`src/rtl/multi_edge_detector.sv`:
```
// rtl/multi_edge_detector.sv - N-channel synchronising edge detector with sticky flags and counters
//
// Purpose:
//   Each channel synchronises a raw level, optionally filters it for stability,
//   and produces registered one-cycle rise/fall pulses. A per-channel mode
//   selects which pulses count as events. Events set a sticky flag and advance
//   a saturating counter.
//
// Optional feature:
//   EDGE_DEBOUNCE_EN - when defined, inserts a stability filter of DEBOUNCE_CYC
//   cycles between the synchroniser output and the edge detector.
//
// Ports:
//   clk         in   1        rising-edge clock
//   rst_n       in   1        asynchronous active-low reset
//   in          in   N        raw levels, may be asynchronous to clk
//   mode        in   2*N      ch i at [2i+1:2i]: 00 off, 01 rise, 10 fall, 11 both
//   sticky_clr  in   N        clear sticky[i] (level)
//   cnt_clr     in   N        clear counter of ch i (level)
//   pedge       out  N        raw rising-edge pulse
//   nedge       out  N        raw falling-edge pulse
//   evt         out  N        mode-qualified edge pulse
//   sticky      out  N        evt latched until cleared
//   cnt         out  N*CNT_W  ch i at [i*CNT_W +: CNT_W], saturating event count

module multi_edge_detector #(
  parameter int N            = 4,
  parameter int SYNC_STAGES  = 2,
  parameter int INIT_LEVEL   = 0,
  parameter int CNT_W        = 8,
  parameter int DEBOUNCE_CYC = 4
) (
  input  logic               clk,
  input  logic               rst_n,
  input  logic [N-1:0]       in,
  input  logic [2*N-1:0]     mode,
  input  logic [N-1:0]       sticky_clr,
  input  logic [N-1:0]       cnt_clr,
  output logic [N-1:0]       pedge,
  output logic [N-1:0]       nedge,
  output logic [N-1:0]       evt,
  output logic [N-1:0]       sticky,
  output logic [N*CNT_W-1:0] cnt
);

  localparam logic INIT_B = (INIT_LEVEL != 0);
  localparam logic [CNT_W-1:0] CNT_MAX = '1;

`ifndef EDGE_DEBOUNCE_EN
  // Filter length only matters when the filter is built.
  logic w_unused_db;
  assign w_unused_db = (DEBOUNCE_CYC > 0);
`endif

  for (genvar g = 0; g < N; g++) begin : g_ch
    logic             w_s;
    logic             w_lvl;
    logic             w_pedge_next;
    logic             w_nedge_next;
    logic             w_evt_next;
    logic             r_prev;
    logic             r_pedge;
    logic             r_nedge;
    logic             r_evt;
    logic             r_sticky;
    logic [CNT_W-1:0] r_cnt;

    // Synchroniser chain; with zero stages the pin feeds the detector directly.
    if (SYNC_STAGES == 0) begin : g_nosync
      assign w_s = in[g];
    end else begin : g_sync
      logic [SYNC_STAGES-1:0] r_sync;
      always_ff @(posedge clk or negedge rst_n) begin
        if (!rst_n) begin
          r_sync <= {SYNC_STAGES{INIT_B}};
        end else begin
          r_sync[0] <= in[g];
          for (int k = 1; k < SYNC_STAGES; k++) begin
            r_sync[k] <= r_sync[k-1];
          end
        end
      end
      assign w_s = r_sync[SYNC_STAGES-1];
    end

`ifdef EDGE_DEBOUNCE_EN
    // The filtered level follows s only after s has disagreed with it for
    // DEBOUNCE_CYC consecutive cycles; any agreement restarts the count.
    localparam int DB_W = $clog2(DEBOUNCE_CYC + 1);
    logic [DB_W-1:0] r_db_cnt;
    logic            r_lvl;
    always_ff @(posedge clk or negedge rst_n) begin
      if (!rst_n) begin
        r_db_cnt <= '0;
        r_lvl    <= INIT_B;
      end else if (w_s == r_lvl) begin
        r_db_cnt <= '0;
      end else if (r_db_cnt == DB_W'(DEBOUNCE_CYC - 1)) begin
        r_lvl    <= w_s;
        r_db_cnt <= '0;
      end else begin
        r_db_cnt <= r_db_cnt + 1'b1;
      end
    end
    assign w_lvl = r_lvl;
`else
    assign w_lvl = w_s;
`endif

    assign w_pedge_next = w_lvl & ~r_prev;
    assign w_nedge_next = ~w_lvl & r_prev;
    assign w_evt_next   = (w_pedge_next & mode[2*g]) | (w_nedge_next & mode[2*g+1]);

    always_ff @(posedge clk or negedge rst_n) begin
      if (!rst_n) begin
        r_prev   <= INIT_B;
        r_pedge  <= 1'b0;
        r_nedge  <= 1'b0;
        r_evt    <= 1'b0;
        r_sticky <= 1'b0;
        r_cnt    <= '0;
      end else begin
        r_prev   <= w_lvl;
        r_pedge  <= w_pedge_next;
        r_nedge  <= w_nedge_next;
        r_evt    <= w_evt_next;
        // A new event outranks a clear arriving in the same cycle.
        r_sticky <= w_evt_next | (r_sticky & ~sticky_clr[g]);
        // Clear outranks a coincident event, which is then not counted.
        if (cnt_clr[g]) begin
          r_cnt <= '0;
        end else if (w_evt_next && (r_cnt != CNT_MAX)) begin
          r_cnt <= r_cnt + 1'b1;
        end
      end
    end

    assign pedge[g]                 = r_pedge;
    assign nedge[g]                 = r_nedge;
    assign evt[g]                   = r_evt;
    assign sticky[g]                = r_sticky;
    assign cnt[g*CNT_W +: CNT_W]    = r_cnt;
  end

endmodule

```
`config.mk`:
```
export PLATFORM = sky130hd
export DESIGN_NAME = multi_edge_detector
export DESIGN_NICKNAME = d
export VERILOG_FILES = /design/src/rtl/multi_edge_detector.sv
export SDC_FILE = /design/constraint.sdc
export NUM_CORES = 1
export LEC_CHECK = 0
export CAP_MARGIN = 30
export CORE_ASPECT_RATIO = 0.75
export CORE_MARGIN = 2
export CORE_UTILIZATION = 45
export DETAILED_ROUTE_END_ITERATION = 7
export PLACE_DENSITY = 0.79
export SYNTH_ARGS = -nofsm -noshare
export SYNTH_HDL_FRONTEND = slang
export SYNTH_SLANG_ARGS = --single-unit
```
`constraint.sdc`:
```
create_clock -name clk -period 2 [get_ports clk]
set_input_delay 0.3 -clock clk [delete_from_list [all_inputs] [get_ports clk]]
set_output_delay 0.3 -clock clk [all_outputs]
set_load 0.005 [all_outputs]
```
==> implementation parameters <==
Parameter                              Value

GRT
  Pin count of the biggest net entering global routing ... 32
  Global-route wire length before repair ... roughly 8600 µm
  Grt ovf ... 0
  Initial antenna violation count ... 0
  Total global routing track utilization ... 0.166
  Number of global-route vias before repair ... between 1,500 and 2,000

Drt
  Total number of vias ... 2,038
  DRC marker count from the first detailed-route iteration ... 52
  Vias per Instance ... 5.21
  Final antenna-violating net count ... 0
  Wire per inst ... roughly 13 µm
  Count of TritonRoute iterations in the first routing pass ... 4
  # DRC ... 0
  Total Routed Length ... 5260 µm

Run status
  Result of the run ... finished clean

Placed design
  HPWL after detailed placement ... roughly 3800 µm
  RePlAce Congestion ... between 0.7 and 0.8
  Port Buffers ... 69
  Instance area after placement ... roughly 0.0034 mm²

Worst setup path
  Startpoint kind of the worst setup timing path ... flop
  Required arrival time at the worst endpoint ... between 2 and 2.5 ns
  Top cell family by delay on the critical path ... simple AND/OR/NAND/NOR gates
  Endpoint class of the critical path ... flop
  Arrival time at the worst endpoint ... roughly 2.0 ns
  Slowest cell on crit path ... sky130_fd_sc_hd__or4_1
  Delay of the slowest critical-path stage ... ~0.46 ns
  Cell chain of the critical path ... ha_1 -> nand3_1 -> o22ai_1 -> buf_4 -> or4_1 -> a21oi_1
  Maximum fanout along the worst path ... 6
  Buffers and inverters on the worst path ... 1
  Type of the worst setup path ... flop to flop

Synth
  Synth Instances ... between 200 and 250
  Share of synthesized area occupied by flip-flops and latches ... 0.554
  YS warnings ... 0
  Yosys reg bits ... 60
  Average instance area after synthesis ... ~11 µm²
  Post-Syn Nets ... 270
  Number of library cell types mapped by synthesis ... 38
  Post-synthesis instance area ... about 0.0027 mm²

Floorplanning
  Die span in x ... between 90 and 100 µm
  Initial Util ... 0.465
  Floorplan Core Area ... ~0.006 mm²
  Floorplan die area ... 0.00667 mm²
  Number of placement rows ... 24
  Number of top-level design ports ... 70
  Chip Height ... approximately 71 µm

Power and ir drop
  IR Drop Worst-Case VDD ... 483 µV
  Leakage power summed over all cells ... approximately 1.5 nW
  Power per standard cell area ... slightly above 700 mW/mm²

CTS
  Max Buffers Root-to-Sink ... 2
  Clock transition at the registers of the reported paths ... roughly 0.060 ns
  Number of buffers added by the clock tree synthesis step ... 9
  CTS Hold Bufs ... 1
  Worst-skew pair later-pin latency ... 0.32 ns
  Number of cells upsized or downsized after cts ... 0
  Buffers inserted by post-CTS timing repair ... 0
  Total clock sinks ... 60
  H-Tree Level Count ... 3
  CTS tree ... done
  Root buf cell ... sky130_fd_sc_hd__clkbuf_8

Finish
  Register cell area after layout ... between 0.0015 and 0.002 mm²
  Number of nets in the final layout ... roughly 330
  Filler cells ... a little under 500
  Final standard cell area without fillers ... 0.00356 mm²
  Commonest non-fill, non-tap cell in the layout ... sky130_fd_sc_hd__clkdlybuf4s50_1
  Signed area change from the synthesized netlist to the final layout ... 31.5%
  Area taken by multi-input logic gates ... 0.00102 mm²
  Final design utilization ... 0.612
  Share of final-layout standard cells stronger than drive strength 1 ... 0.0863
  Leading cell types in the layout, fill and taps excluded ... sky130_fd_sc_hd__clkdlybuf4s50_1 (68), sky130_fd_sc_hd__dfrtp_1 (60), sky130_fd_sc_hd__a21oi_1 (21)
  Antenna Cells ... 0

Timing
  Final critical-path share of the clock period ... 0.867
  Highest Clock Rate ... 577 MHz
  Pins Over Slew Limit ... 0
  RSZ-0062 raised after global routing ... no
  Worst hold slack ... 0.347 ns
  Max-slew headroom ... 0.696
  Setup Total Neg Slack ... 0 ns
  Setup-violating endpoint count in the final report ... 0
  Clock skew ... around 0.0046 ns
  Final-report hold violation count ... 0
  Minimum clock period after layout ... about 1.7 ns
  Pin slew with the least headroom to its limit ... roughly 0.45 ns

Run
  Max-capacitance violation count ... 0

Worst hold path
  Worst min-delay path class ... flop to flop
synth_stat cells, drive strengths merged:
library cell	count	area, µm²
nand2b	3	18.8
or4	7	52.6
a21oi	21	105
o31ai	7	52.6
nor2	12	45.0
a211oi	5	37.5
and2	1	6.26
buf	22	158
or3	8	50.1
o21ai	10	50.0
nand2	11	41.3
dfrtp	60	1500
xor2	4	35.0
inv	7	26.3
and3b	2	17.5
nand3b	6	95.1
a21o	1	7.51
nand3	17	85.1
ha	4	50.1
o21a	1	7.51
or2	1	6.26
a311oi	1	8.76
and4	1	8.76
nor3b	1	7.51
nor2b	8	50.1
and3	1	6.26
o2bb2ai	3	38.8
nor3	3	15.0
o22ai	1	6.26
mux2i	7	70.1
nand4	6	37.5
a31oi	2	12.5
report_power, final:
part           total, mW  switching (mW)  internal [mW]
Sequential          1.30          0.0355           1.26
Clock              0.977           0.426          0.551
Combinational      0.239           0.100          0.139
flip-flops by register name (all words and copies together), names as in the netlist:
name,flops
g_ch.r_nedge,4
g_ch.r_cnt,32
g_ch.r_evt,4
g_ch.r_prev,4
g_ch.r_sticky,4
g_ch.g_sync.r_sync,8
g_ch.r_pedge,4
worst paths after layout:
| kind | startpoint | endpoint | slack (ns) | cells after the start |
|---|---|---|---|---|
| max in group asynchronous | rst_n | g_ch[2].g_sync.r_sync[0]$_DFF_PN0_ | 1.19 | 3 |
| max | g_ch[3].r_cnt[0]$_DFFE_PN0P_ | g_ch[3].r_cnt[7]$_DFFE_PN0P_ | 0.27 | 6 |
| min | g_ch[1].g_sync.r_sync[0]$_DFF_PN0_ | g_ch[1].g_sync.r_sync[1]$_DFF_PN0_ | 0.35 | 0 |
| min reg2reg | g_ch[1].g_sync.r_sync[0]$_DFF_PN0_ | g_ch[1].g_sync.r_sync[1]$_DFF_PN0_ | 0.35 | 0 |
| max reg2reg | g_ch[3].r_cnt[0]$_DFFE_PN0P_ | g_ch[3].r_cnt[7]$_DFFE_PN0P_ | 0.27 | 6 |
| min in group asynchronous | rst_n | g_ch[0].r_cnt[7]$_DFFE_PN0P_ | 0.52 | 3 |
worst register-to-register path, stage by stage, from the launching register on:
cell                      delay (ns)
sky130_fd_sc_hd__dfrtp_1        0.42
sky130_fd_sc_hd__ha_1           0.27
sky130_fd_sc_hd__nand3_1        0.10
sky130_fd_sc_hd__o22ai_1        0.08
sky130_fd_sc_hd__buf_4          0.17
sky130_fd_sc_hd__or4_1          0.46
sky130_fd_sc_hd__a21oi_1        0.16
cell type report:
type	instances	area share
timing repair buffer	75	0.206
clock inverter	1	0.00140
sequential	60	0.421
clock buffer	15	0.0495
multi-input combinational	155	0.287
tap	78	0.0274
inverter	7	0.00737
cell families (layout without fill, tap and decap cells):
group                    after synthesis  count (layout)  share of synthesized area
multiplexers                           7               7                     0.0259
AND/OR/NAND/NOR                       88              88                      0.200
XOR/XNOR                               4               4                     0.0129
AO/OA/AOI/OAI                         52              52                      0.121
buffers and inverters                 29              98                     0.0679
flip-flops                            60              60                      0.554
adder cells (fa/ha/maj)                4               4                     0.0185
per-stage QoR:
stage	std cells	total power [mW]	worst slack, ns
3_3_place_gp	374	1.55	0.125
3_5_place_dp	374	1.56	0.0788
4_1_cts	391	2.55	0.246
6_report	391	2.51	0.266
2_1_floorplan	244	1.43	0.379
5_1_grt	391	2.63	0.199
layer usage:
layer	vias to the layer above	global-route usage	share of wire
li1	996	-	-
met1	983	0.207	0.46
met2	53	0.271	0.48
met3	6	0.0618	0.056
met4	0	0.0548	0.011
met5	-	0	0
(Power assumes the default switching activity.)
